$ cat src/rtl/cordic_pkg.sv
// Shared CORDIC constants: Q2.15 format, gain constant, FSM encoding and atan table.
package cordic_pkg;

  localparam int          Q_FRAC_BITS  = 15;
  localparam int          Q_ONE        = 32768;
  localparam int          ATAN_ENTRIES = 16;
  localparam logic [15:0] K_GAIN       = 16'd19898;

  typedef enum logic [1:0] {
    ST_IDLE = 2'd0,
    ST_ITER = 2'd1,
    ST_COMP = 2'd2,
    ST_DONE = 2'd3
  } state_e;

  // atan(2^-k) in Q2.15, rounded to nearest
  function automatic logic [15:0] atan_lut(input logic [3:0] k);
    logic [15:0] a;
    case (k)
      4'd0:    a = 16'd25736;
      4'd1:    a = 16'd15193;
      4'd2:    a = 16'd8027;
      4'd3:    a = 16'd4075;
      4'd4:    a = 16'd2045;
      4'd5:    a = 16'd1024;
      4'd6:    a = 16'd512;
      4'd7:    a = 16'd256;
      4'd8:    a = 16'd128;
      4'd9:    a = 16'd64;
      4'd10:   a = 16'd32;
      4'd11:   a = 16'd16;
      4'd12:   a = 16'd8;
      4'd13:   a = 16'd4;
      4'd14:   a = 16'd2;
      default: a = 16'd1;
    endcase
    return a;
  endfunction

endpackage

$ cat src/rtl/cordic_iter_stage.sv
// Combinational CORDIC micro-rotation with runtime shift amount and elementary angle.
module cordic_iter_stage #(
  parameter int DATA_OP_WIDTH = 18
) (
  input  logic signed [DATA_OP_WIDTH-1:0] x_i,
  input  logic signed [DATA_OP_WIDTH-1:0] y_i,
  input  logic signed [DATA_OP_WIDTH-1:0] z_i,
  input  logic        [3:0]               shift_i,
  input  logic signed [DATA_OP_WIDTH-1:0] angle_i,
  input  logic                            sigma_i,
  output logic signed [DATA_OP_WIDTH-1:0] x_o,
  output logic signed [DATA_OP_WIDTH-1:0] y_o,
  output logic signed [DATA_OP_WIDTH-1:0] z_o
);

  logic signed [DATA_OP_WIDTH-1:0] x_sh;
  logic signed [DATA_OP_WIDTH-1:0] y_sh;

  always_comb begin
    x_sh = x_i >>> shift_i;
    y_sh = y_i >>> shift_i;
    if (sigma_i) begin
      x_o = x_i + y_sh;
      y_o = y_i - x_sh;
      z_o = z_i + angle_i;
    end else begin
      x_o = x_i - y_sh;
      y_o = y_i + x_sh;
      z_o = z_i - angle_i;
    end
  end

endmodule

$ cat src/rtl/cordic_seq_ctrl.sv
// Iterative CORDIC sequencer: one shared micro-rotation stage, one rotation per cycle.
// Optional gain compensation state enabled by macro CORDIC_SEQ_GAIN_COMP_EN.
//   state | meaning
//   IDLE  | ready for a request
//   ITER  | micro-rotation k per cycle
//   COMP  | scale x/y by K (compensated build only)
//   DONE  | result held until consumer takes it
module cordic_seq_ctrl
  import cordic_pkg::*;
#(
  parameter int NUM_ITER      = 12,
  parameter int FUNC_WIDTH    = 1,
  parameter int DATA_OP_WIDTH = 18
) (
  input  logic                            i_clk,
  input  logic                            i_rst,
  input  logic                            i_valid,
  output logic                            o_ready,
  input  logic        [FUNC_WIDTH-1:0]    i_func,
  input  logic signed [DATA_OP_WIDTH-1:0] i_x,
  input  logic signed [DATA_OP_WIDTH-1:0] i_y,
  input  logic signed [DATA_OP_WIDTH-1:0] i_z,
  output logic                            o_valid,
  input  logic                            i_ready,
  output logic signed [DATA_OP_WIDTH-1:0] o_x,
  output logic signed [DATA_OP_WIDTH-1:0] o_y,
  output logic signed [DATA_OP_WIDTH-1:0] o_z,
  output logic                            o_busy
);

  localparam int         W      = DATA_OP_WIDTH;
  localparam logic [3:0] K_LAST = 4'(NUM_ITER - 1);

  state_e                 state_q;
  logic [3:0]             k_q;
  logic [FUNC_WIDTH-1:0]  func_q;
  logic signed [W-1:0]    x_q, y_q, z_q;
  logic signed [W-1:0]    ox_q, oy_q, oz_q;
  logic                   valid_q, ready_q, busy_q;

  logic signed [W-1:0]    angle;
  logic                   sigma;
  logic signed [W-1:0]    x_d, y_d, z_d;

  assign angle = {{(W-16){1'b0}}, atan_lut(k_q)};
  assign sigma = (func_q == FUNC_WIDTH'(1)) ? ~y_q[W-1] : z_q[W-1];

  cordic_iter_stage #(.DATA_OP_WIDTH(W)) u_stage (
    .x_i     (x_q),
    .y_i     (y_q),
    .z_i     (z_q),
    .shift_i (k_q),
    .angle_i (angle),
    .sigma_i (sigma),
    .x_o     (x_d),
    .y_o     (y_d),
    .z_o     (z_d)
  );

`ifdef CORDIC_SEQ_GAIN_COMP_EN
  logic signed [W+16:0] x_prod, y_prod;
  logic signed [W-1:0]  x_comp, y_comp;
  assign x_prod = x_q * $signed({1'b0, K_GAIN});
  assign y_prod = y_q * $signed({1'b0, K_GAIN});
  assign x_comp = W'(x_prod >>> Q_FRAC_BITS);
  assign y_comp = W'(y_prod >>> Q_FRAC_BITS);
`endif

  always_ff @(posedge i_clk) begin
    if (i_rst) begin
      state_q <= ST_IDLE;
      k_q     <= '0;
      func_q  <= '0;
      x_q     <= '0;
      y_q     <= '0;
      z_q     <= '0;
      ox_q    <= '0;
      oy_q    <= '0;
      oz_q    <= '0;
      valid_q <= 1'b0;
      ready_q <= 1'b1;
      busy_q  <= 1'b0;
    end else begin
      case (state_q)
        ST_IDLE: begin
          if (i_valid && ready_q) begin
            func_q  <= i_func;
            x_q     <= i_x;
            y_q     <= i_y;
            z_q     <= i_z;
            k_q     <= '0;
            state_q <= ST_ITER;
            ready_q <= 1'b0;
            busy_q  <= 1'b1;
          end
        end
        ST_ITER: begin
          x_q <= x_d;
          y_q <= y_d;
          z_q <= z_d;
          k_q <= k_q + 4'd1;
          if (k_q == K_LAST) begin
            k_q <= '0;
`ifdef CORDIC_SEQ_GAIN_COMP_EN
            state_q <= ST_COMP;
`else
            state_q <= ST_DONE;
            ox_q    <= x_d;
            oy_q    <= y_d;
            oz_q    <= z_d;
            valid_q <= 1'b1;
`endif
          end
        end
`ifdef CORDIC_SEQ_GAIN_COMP_EN
        ST_COMP: begin
          x_q     <= x_comp;
          y_q     <= y_comp;
          ox_q    <= x_comp;
          oy_q    <= y_comp;
          oz_q    <= z_q;
          valid_q <= 1'b1;
          state_q <= ST_DONE;
        end
`endif
        ST_DONE: begin
          if (i_ready) begin
            state_q <= ST_IDLE;
            valid_q <= 1'b0;
            ready_q <= 1'b1;
            busy_q  <= 1'b0;
          end
        end
        default: begin
          state_q <= ST_IDLE;
          valid_q <= 1'b0;
          ready_q <= 1'b1;
          busy_q  <= 1'b0;
        end
      endcase
    end
  end

  assign o_ready = ready_q;
  assign o_valid = valid_q;
  assign o_busy  = busy_q;
  assign o_x     = ox_q;
  assign o_y     = oy_q;
  assign o_z     = oz_q;

endmodule
$ cat config.mk
export PLATFORM = sky130hd
export DESIGN_NAME = cordic_seq_ctrl
export DESIGN_NICKNAME = d
export VERILOG_FILES = /design/src/rtl/cordic_pkg.sv /design/src/rtl/cordic_iter_stage.sv /design/src/rtl/cordic_seq_ctrl.sv
export SDC_FILE = /design/constraint.sdc
export NUM_CORES = 1
export LEC_CHECK = 0
export CAP_MARGIN = 20
export CORE_UTILIZATION = 30
export DETAILED_ROUTE_END_ITERATION = 8
export DONT_BUFFER_PORTS = 1
export PLACE_DENSITY_LB_ADDON = 0.25
export SLEW_MARGIN = 20
export SYNTH_ARGS = -nofsm -noshare
export SYNTH_HDL_FRONTEND = slang
export SYNTH_SLANG_ARGS = --single-unit
export TNS_END_PERCENT = 50
$ cat constraint.sdc
create_clock -name i_clk -period 10.02 [get_ports i_clk]
set_clock_uncertainty 0.05 [all_clocks]
set_input_delay 1.503 -clock i_clk [delete_from_list [all_inputs] [get_ports i_clk]]
set_output_delay 1.503 -clock i_clk [all_outputs]
set_load 0.02 [all_outputs]
==> results by group, run 1 <==
Timing
  – Final slew viol count: 0
  – Tmin final: 5.564 ns
  – Final setup viols: 0
  – Final hold vios: 0
  – Worst setup margin: 4.456 ns
  – Slew @ Worst Pin: 0.8781 ns
  – Final period util: 55.53%
  – Max Freq: 0.1797 GHz
  – Setup tns final: 0 ns
  – Max_slew headroom: 41.04%
  – RSZ-0062 raised after global routing: no

Die
  – IO Pins: 116
  – Core Rows: 66
  – Core footprint: 0.03270 sq mm
  – Die Y: 184.7 um
  – Die X: 184.7 um
  – Die area: 0.03412 sq mm
  – Initial Util: 30.63%

Logic synthesis
  – Top post-synthesis cells by area: dfxtp_1 27%, a21oi_1 8.4%, mux4_2 8.1%
  – Top_reg_cell synth: dfxtp_1
  – Mapped Area: 0.01002 sq mm
  – Netlist cell types: 66
  – Synthesized Nets: 1364
  – Async set or reset register ratio after synthesis: 0%
  – Synth top area share: 26.58%
  – Yosys warns: 0
  – EDFF count, synth: 0
  – Count leader, synth: a21oi_1
  – Synth top cells by count: 169 x a21oi_1, 168 x nand2_1, 133 x dfxtp_1
  – Seq cells post-synth: 133
  – Leading area contributor after synthesis: dfxtp_1
  – Avg Inst Size Synth: 8.064 sq um
  – Seq/Total Area, Yosys: 26.58%
  – Syn Inst Count: 1242

Placement
  – Placer congestion estimate: 0.9140
  – HPWL Detailed: 25160 um
  – I/O Buffers: 0
  – Place WS: 4.521 ns

Clocking
  – H-tree Lvls: 4
  – Clock transition at path regs: 0.06 ns
  – Clk sinks: 133
  – Post-CTS resize count: 0
  – Root buffer selected by CTS: clkbuf_16
  – Setup Buffers After CTS: 0
  – Clock buffer depth: 2
  – CTS tree: yes
  – Clock latency on the worst-skew pair: 0.44 ns
  – Cts hold-fix bufs: 0
  – Cts bufs inserted: 17

Worst hold path
  – Min-delay worst type: reg -> reg
  – Hold Path Depth: 2
  – Hold path startpoint: z_q[2]$_SDFFE_PP0P_
  – Hold path endpoint: z_q[2]$_SDFFE_PP0P_

Critical path
  – Reg2reg path depth: 18
  – Crit Path Max Fanout: 48
  – Crit path launch type: register
  – WP data required: 10.29 ns
  – Reg2reg end: o_x[17]$_SDFFE_PP0P_
  – CP arrival: 5.84 ns
  – Reg2reg setup slack: 4.46 ns
  – Worst R2R Start: k_q[0]$_SDFFE_PP0P_
  – CP Capture Type: register
  – Crit Path Class: reg -> reg

Drt
  – Final wirelength: 35120 um
  – DR vias/cell: 5.631
  – Drt pass-1 iters: 5
  – DR vias: 9297
  – Antenna-violating nets left: 0
  – Routed wire per std cell: 21.27 um
  – DRT iter0 DRCs: 728
  – DRC violations left: 0

Global route
  – Antenna violations before repair: 3
  – Number of global-route vias before repair: 8817
  – Largest net degree at the start of global routing: 108
  – Gr usage total: 20.58%
  – GRT overflow: 0
  – Global-route wire length before repair: 52670 um

Layout
  – Layout cells sized above 1: 10.10%
  – Area delta synth->final: 9.819%
  – Layout fillers: 3533
  – Layout Nets: 1319

Outcome
  – Status: finished, final reports clean

Run
  – Total of max-cap violations: 0

Power
  – PD cells: 279.3 mW/mm^2
  – Leakage: 4.084 nW
  – Peak supply drop: 0.0001418 V
-- stage by stage --
step           std cells  cell area (sq um)  utilization, %  hold WS, ns  power [mW]
2_1_floorplan       1242              10020               -       0.3862       1.910
3_3_place_gp        1620              10360           31.69       0.3932       2.360
3_5_place_dp        1620              10360           31.69       0.3966       2.364
4_1_cts             1650              11000           33.63       0.4071       3.074
5_1_grt             1650              11000           33.63       0.4237       3.268
6_report            1651              11000           33.64       0.4062       3.072
-- layout by cell type (no fill, tap or decap), types with 10 or more instances in the layout --
| cell type | synthesis | final |
|---|---|---|
| xnor2_1 | 55 | 55 |
| dfxtp_1 | 133 | 130 |
| nand2b_1 | 11 | 11 |
| o221ai_1 | 24 | 24 |
| ha_1 | 60 | 60 |
| buf_4 | 2 | 16 |
| inv_1 | 30 | 30 |
| nand2_1 | 168 | 168 |
| a21o_1 | 12 | 12 |
| xor2_1 | 44 | 44 |
| o21ai_0 | 55 | 55 |
| nor2_1 | 121 | 120 |
| nor2b_1 | 10 | 10 |
| o221a_2 | 10 | 10 |
| nand3_1 | 16 | 16 |
| mux4_2 | 36 | 36 |
| o21a_1 | 12 | 12 |
| o22ai_1 | 14 | 14 |
| clkbuf_16 | 0 | 17 |
| a211oi_1 | 19 | 19 |
| mux2i_1 | 12 | 12 |
| a21oi_1 | 169 | 168 |
| nor3_1 | 24 | 23 |
-- cell type report --
cell class	instances	area, sq um	share of cell area (%)
multi-input combinational	999	6912	62.84
sequential	133	2666	24.24
tap	442	553.0	5.028
clock buffer	18	429.2	3.902
clock inverter	12	203.9	1.854
timing repair buffer	16	120.1	1.092
inverter	30	112.6	1.024
antenna	1	2.502	0.02275
-- worst max-delay path by stage --
stage	from	end	cells past startpoint
3_5_place_dp	k_q[0]$_SDFFE_PP0P_	o_x[17]$_SDFFE_PP0P_	18
6_report	k_q[0]$_SDFFE_PP0P_	o_x[17]$_SDFFE_PP0P_	18
3_3_place_gp	k_q[0]$_SDFFE_PP0P_	o_x[17]$_SDFFE_PP0P_	18
2_1_floorplan	k_q[1]$_SDFFE_PP0P_	y_q[17]$_SDFFE_PP0P_	17
4_1_cts	k_q[0]$_SDFFE_PP0P_	o_x[17]$_SDFFE_PP0P_	18
5_1_grt	k_q[0]$_SDFFE_PP0P_	o_x[17]$_SDFFE_PP0P_	18
-- sequential cells by signal (all words and copies together) (netlist names) --
register and cells:
o_x 18, z_q 18, x_q 18, o_valid 1
o_busy 1, o_z 18, y_q 18, o_y 18
func_q 1, state_q 2, angle 15, o_ready 1
k_q 4
-- metal layers --
layer	share of wire [%]	GRT usage [%]	up-vias	wire length, um
li1	-	-	4436	-
met1	42	25.21	4463	14770
met2	46	32.88	316	16160
met3	8.0	5.967	78	2825
met4	3.8	10.08	4	1341
met5	0.068	0	-	24
-- kinds of logic after synthesis --
logic type | Yosys count | synth area share, %
compound gates | 391 | 24.97
xor+xnor | 99 | 8.657
fa+ha+maj | 63 | 8.095
buf+inv | 110 | 4.585
flops | 133 | 26.58
mux | 56 | 10.19
simple gates | 390 | 16.91
-- worst max-delay path, cell delays in order, from the launching register on --
cell and delay, ns:
dfxtp_2 0.31, buf_4 0.54, mux4_2 0.60, nand2_1 0.08, o21ai_0 0.19, a222oi_1 0.76
nand3_1 0.28, o21ai_0 0.28, xor2_1 0.17, ha_1 0.28, a21oi_1 0.24, nand2_1 0.08
o221ai_1 0.26, o2111ai_1 0.23, a21o_1 0.22, a21oi_1 0.22, o21a_1 0.22, nor4b_1 0.07
a311o_1 0.34
-- power by group --
part           internal (mW)  switching, mW  total [mW]
clock network          0.440          0.255       0.694
logic                  0.670           1.01        1.68
registers              0.586          0.114       0.700
No activity file was read; power rests on OpenSTA's default activity.
==> inputs of run 2 (changes only) <==
Clock period 10.02 ns to 5.2 ns, I/O delays scaled along.
==> results by group, run 2 (synthesis results as in run 1) <==
Critical path
  – CP Capture Type: register
  – WP data required: 5.47 ns (-4.82 ns)
  – Crit path launch type: register
  – Crit Path Class: reg -> reg
  – Crit Path Max Fanout: 16 (-67%)
  – CP arrival: 5.13 ns (-0.71 ns)

Outcome
  – Status: finished, final reports clean

Drt
  – Routed wire per std cell: 21.11 um (-0.78%)
  – DR vias/cell: 5.559 (-1.3%)
  – DRT iter0 DRCs: 630 (-13%)
  – DRC violations left: 0 (unchanged)
  – DR vias: 9384 (+0.94%)
  – Antenna-violating nets left: 0 (unchanged)
  – Drt pass-1 iters: 5 (unchanged)
  – Final wirelength: 35630 um (+1.4%)

Clocking
  – Clock latency on the worst-skew pair: 0.43 ns (about the same)
  – Root buffer selected by CTS: clkbuf_16
  – Clock transition at path regs: 0.07 ns (about the same)
  – Setup Buffers After CTS: 0 (unchanged)
  – Cts bufs inserted: 17 (unchanged)
  – H-tree Lvls: 4 (unchanged)
  – Clk sinks: 133 (unchanged)
  – Clock buffer depth: 2 (unchanged)
  – CTS tree: yes

Die
  – IO Pins: 116 (unchanged)
  – Core footprint: 0.03270 sq mm (unchanged)
  – Die X: 184.7 um (unchanged)
  – Initial Util: 30.63% (unchanged)
  – Die area: 0.03412 sq mm (unchanged)
  – Core Rows: 66 (unchanged)
  – Die Y: 184.7 um (unchanged)

Timing
  – Tmin final: 4.868 ns (-0.6958 ns)
  – Max_slew headroom: 46.15% (+5.1 points)
  – Max Freq: 0.2054 GHz (+14%)
  – Final period util: 93.61% (+38 points)
  – Final hold vios: 0 (unchanged)
  – Worst hold margin: 0.3627 ns (-0.04346 ns)
  – Final slew viol count: 0 (unchanged)
  – RSZ-0062 raised after global routing: no
  – Slew @ Worst Pin: 0.8048 ns (-0.07334 ns)
  – Setup tns final: 0 ns (unchanged)
  – Final setup viols: 0 (unchanged)

Placement
  – HPWL Detailed: 26440 um (+5.1%)
  – I/O Buffers: 0 (unchanged)
  – Placer congestion estimate: 0.8855 (-3.1%)

Layout
  – Layout Nets: 1356 (+2.8%)
  – Diode count: 0 (-1)
  – Layout cells sized above 1: 13.00% (+2.9 points)
  – Layout fillers: 3562 (+0.82%)
  – Most frequent cells in the layout: 168 x nand2_1, 168 x a21oi_1, 129 x dfxtp_1, 120 x nor2_1, 60 x ha_1
  – Area delta synth->final: 12.35%

Global route
  – Global-route wire length before repair: 53590 um (+1.8%)
  – Antenna violations before repair: 1 (-2)
  – Largest net degree at the start of global routing: 108 (unchanged)
  – Gr usage total: 20.99% (+0.41 points)
  – GRT overflow: 0 (unchanged)
  – Number of global-route vias before repair: 8969 (+1.7%)

Worst hold path
  – Min-delay worst type: in -> reg

Power
  – Leakage: 4.253 nW (+4.1%)
  – Peak supply drop: 0.0002750 V (+94%)
  – PD cells: 527.8 mW/mm^2 (+89%)

Run
  – Total of max-cap violations: 0 (unchanged)
-- run 2: cell types whose count changed in the layout (fill, tap and decap cells not counted), sizes merged --
cell and delta:
buf +37, clkinv +4, bufinv -2, diode -1
inv -1
-- run 2: per-layer routing --
layer / track usage (%) / up-vias / part of all wire, %
met5: 0 / - / 0.034
met2: 35.53 / 297 / 48
li1: - / 4512 / -
met1: 25.81 / 4529 / 42
met3: 5.473 / 44 / 7.6
met4: 6.645 / 2 / 2.7
-- run 2: area by class of cell --
class	instances	area (sq um)	share of cell area [%]
repair buffers	53	410.4	3.647
well taps	442	553.0	4.914
clock inverters	13	158.9	1.412
inverters	30	112.6	1.001
flip-flops and latches	133	2673	23.75
clock buffers	18	429.2	3.814
multi-input cells	999	6917	61.46
-- run 2: timing repair --
item	4_1_cts	5_1_grt
hold buffers	0	0
endpoints found under the setup margin	0	10
gates resized for setup	0	4
hold endpoints to repair	0	0
-- run 2: worst paths after layout --
check | startpoint | end | slack, ns | cells after the start
worst max register to register | k_q[1]$_SDFFE_PP0P_ | o_x[17]$_SDFFE_PP0P_ | 0.33 | 16
worst min register to register | z_q[16]$_SDFFE_PP0P_ | z_q[16]$_SDFFE_PP0P_ | 0.41 | 2
worst min-delay path | i_rst | x_q[17]$_SDFFE_PP0P_ | 0.36 | 1
worst max-delay path | k_q[1]$_SDFFE_PP0P_ | o_x[17]$_SDFFE_PP0P_ | 0.33 | 16
-- run 2: critical path: stages (launching register included) --
cell	delay (ns)
dfxtp_4	0.51
mux4_2	0.55
mux2_2	0.29
a222oi_1	0.49
nand3_1	0.24
o21ai_0	0.24
xor2_1	0.17
ha_1	0.29
a21oi_1	0.26
nand2_1	0.08
o221ai_1	0.27
o2111ai_1	0.23
a21o_1	0.22
a21oi_1	0.22
o21a_1	0.22
nor4b_1	0.07
a311o_1	0.34
-- run 2: stage by stage --
step	instances	instance area, sq um	setup slack, ns	total power, mW	util (%)
after floorplan	1242	10020	0.5241	3.681	-
after global placement	1657	10650	0.1686	4.669	32.58
after detailed placement	1657	10650	0.1759	4.673	32.58
after CTS	1688	11240	0.1049	5.948	34.38
after global routing	1688	11250	0.002935	6.337	34.41
final	1688	11250	0.3321	5.940	34.41
-- run 2: report_power, final --
group	internal, mW	switching (mW)	leakage (nW)	total (mW)
Sequential	1.13	0.195	1.09	1.32
Clock	0.750	0.496	0.282	1.25
Combinational	1.41	1.96	2.88	3.37
Total	3.29	2.65	4.25	5.94
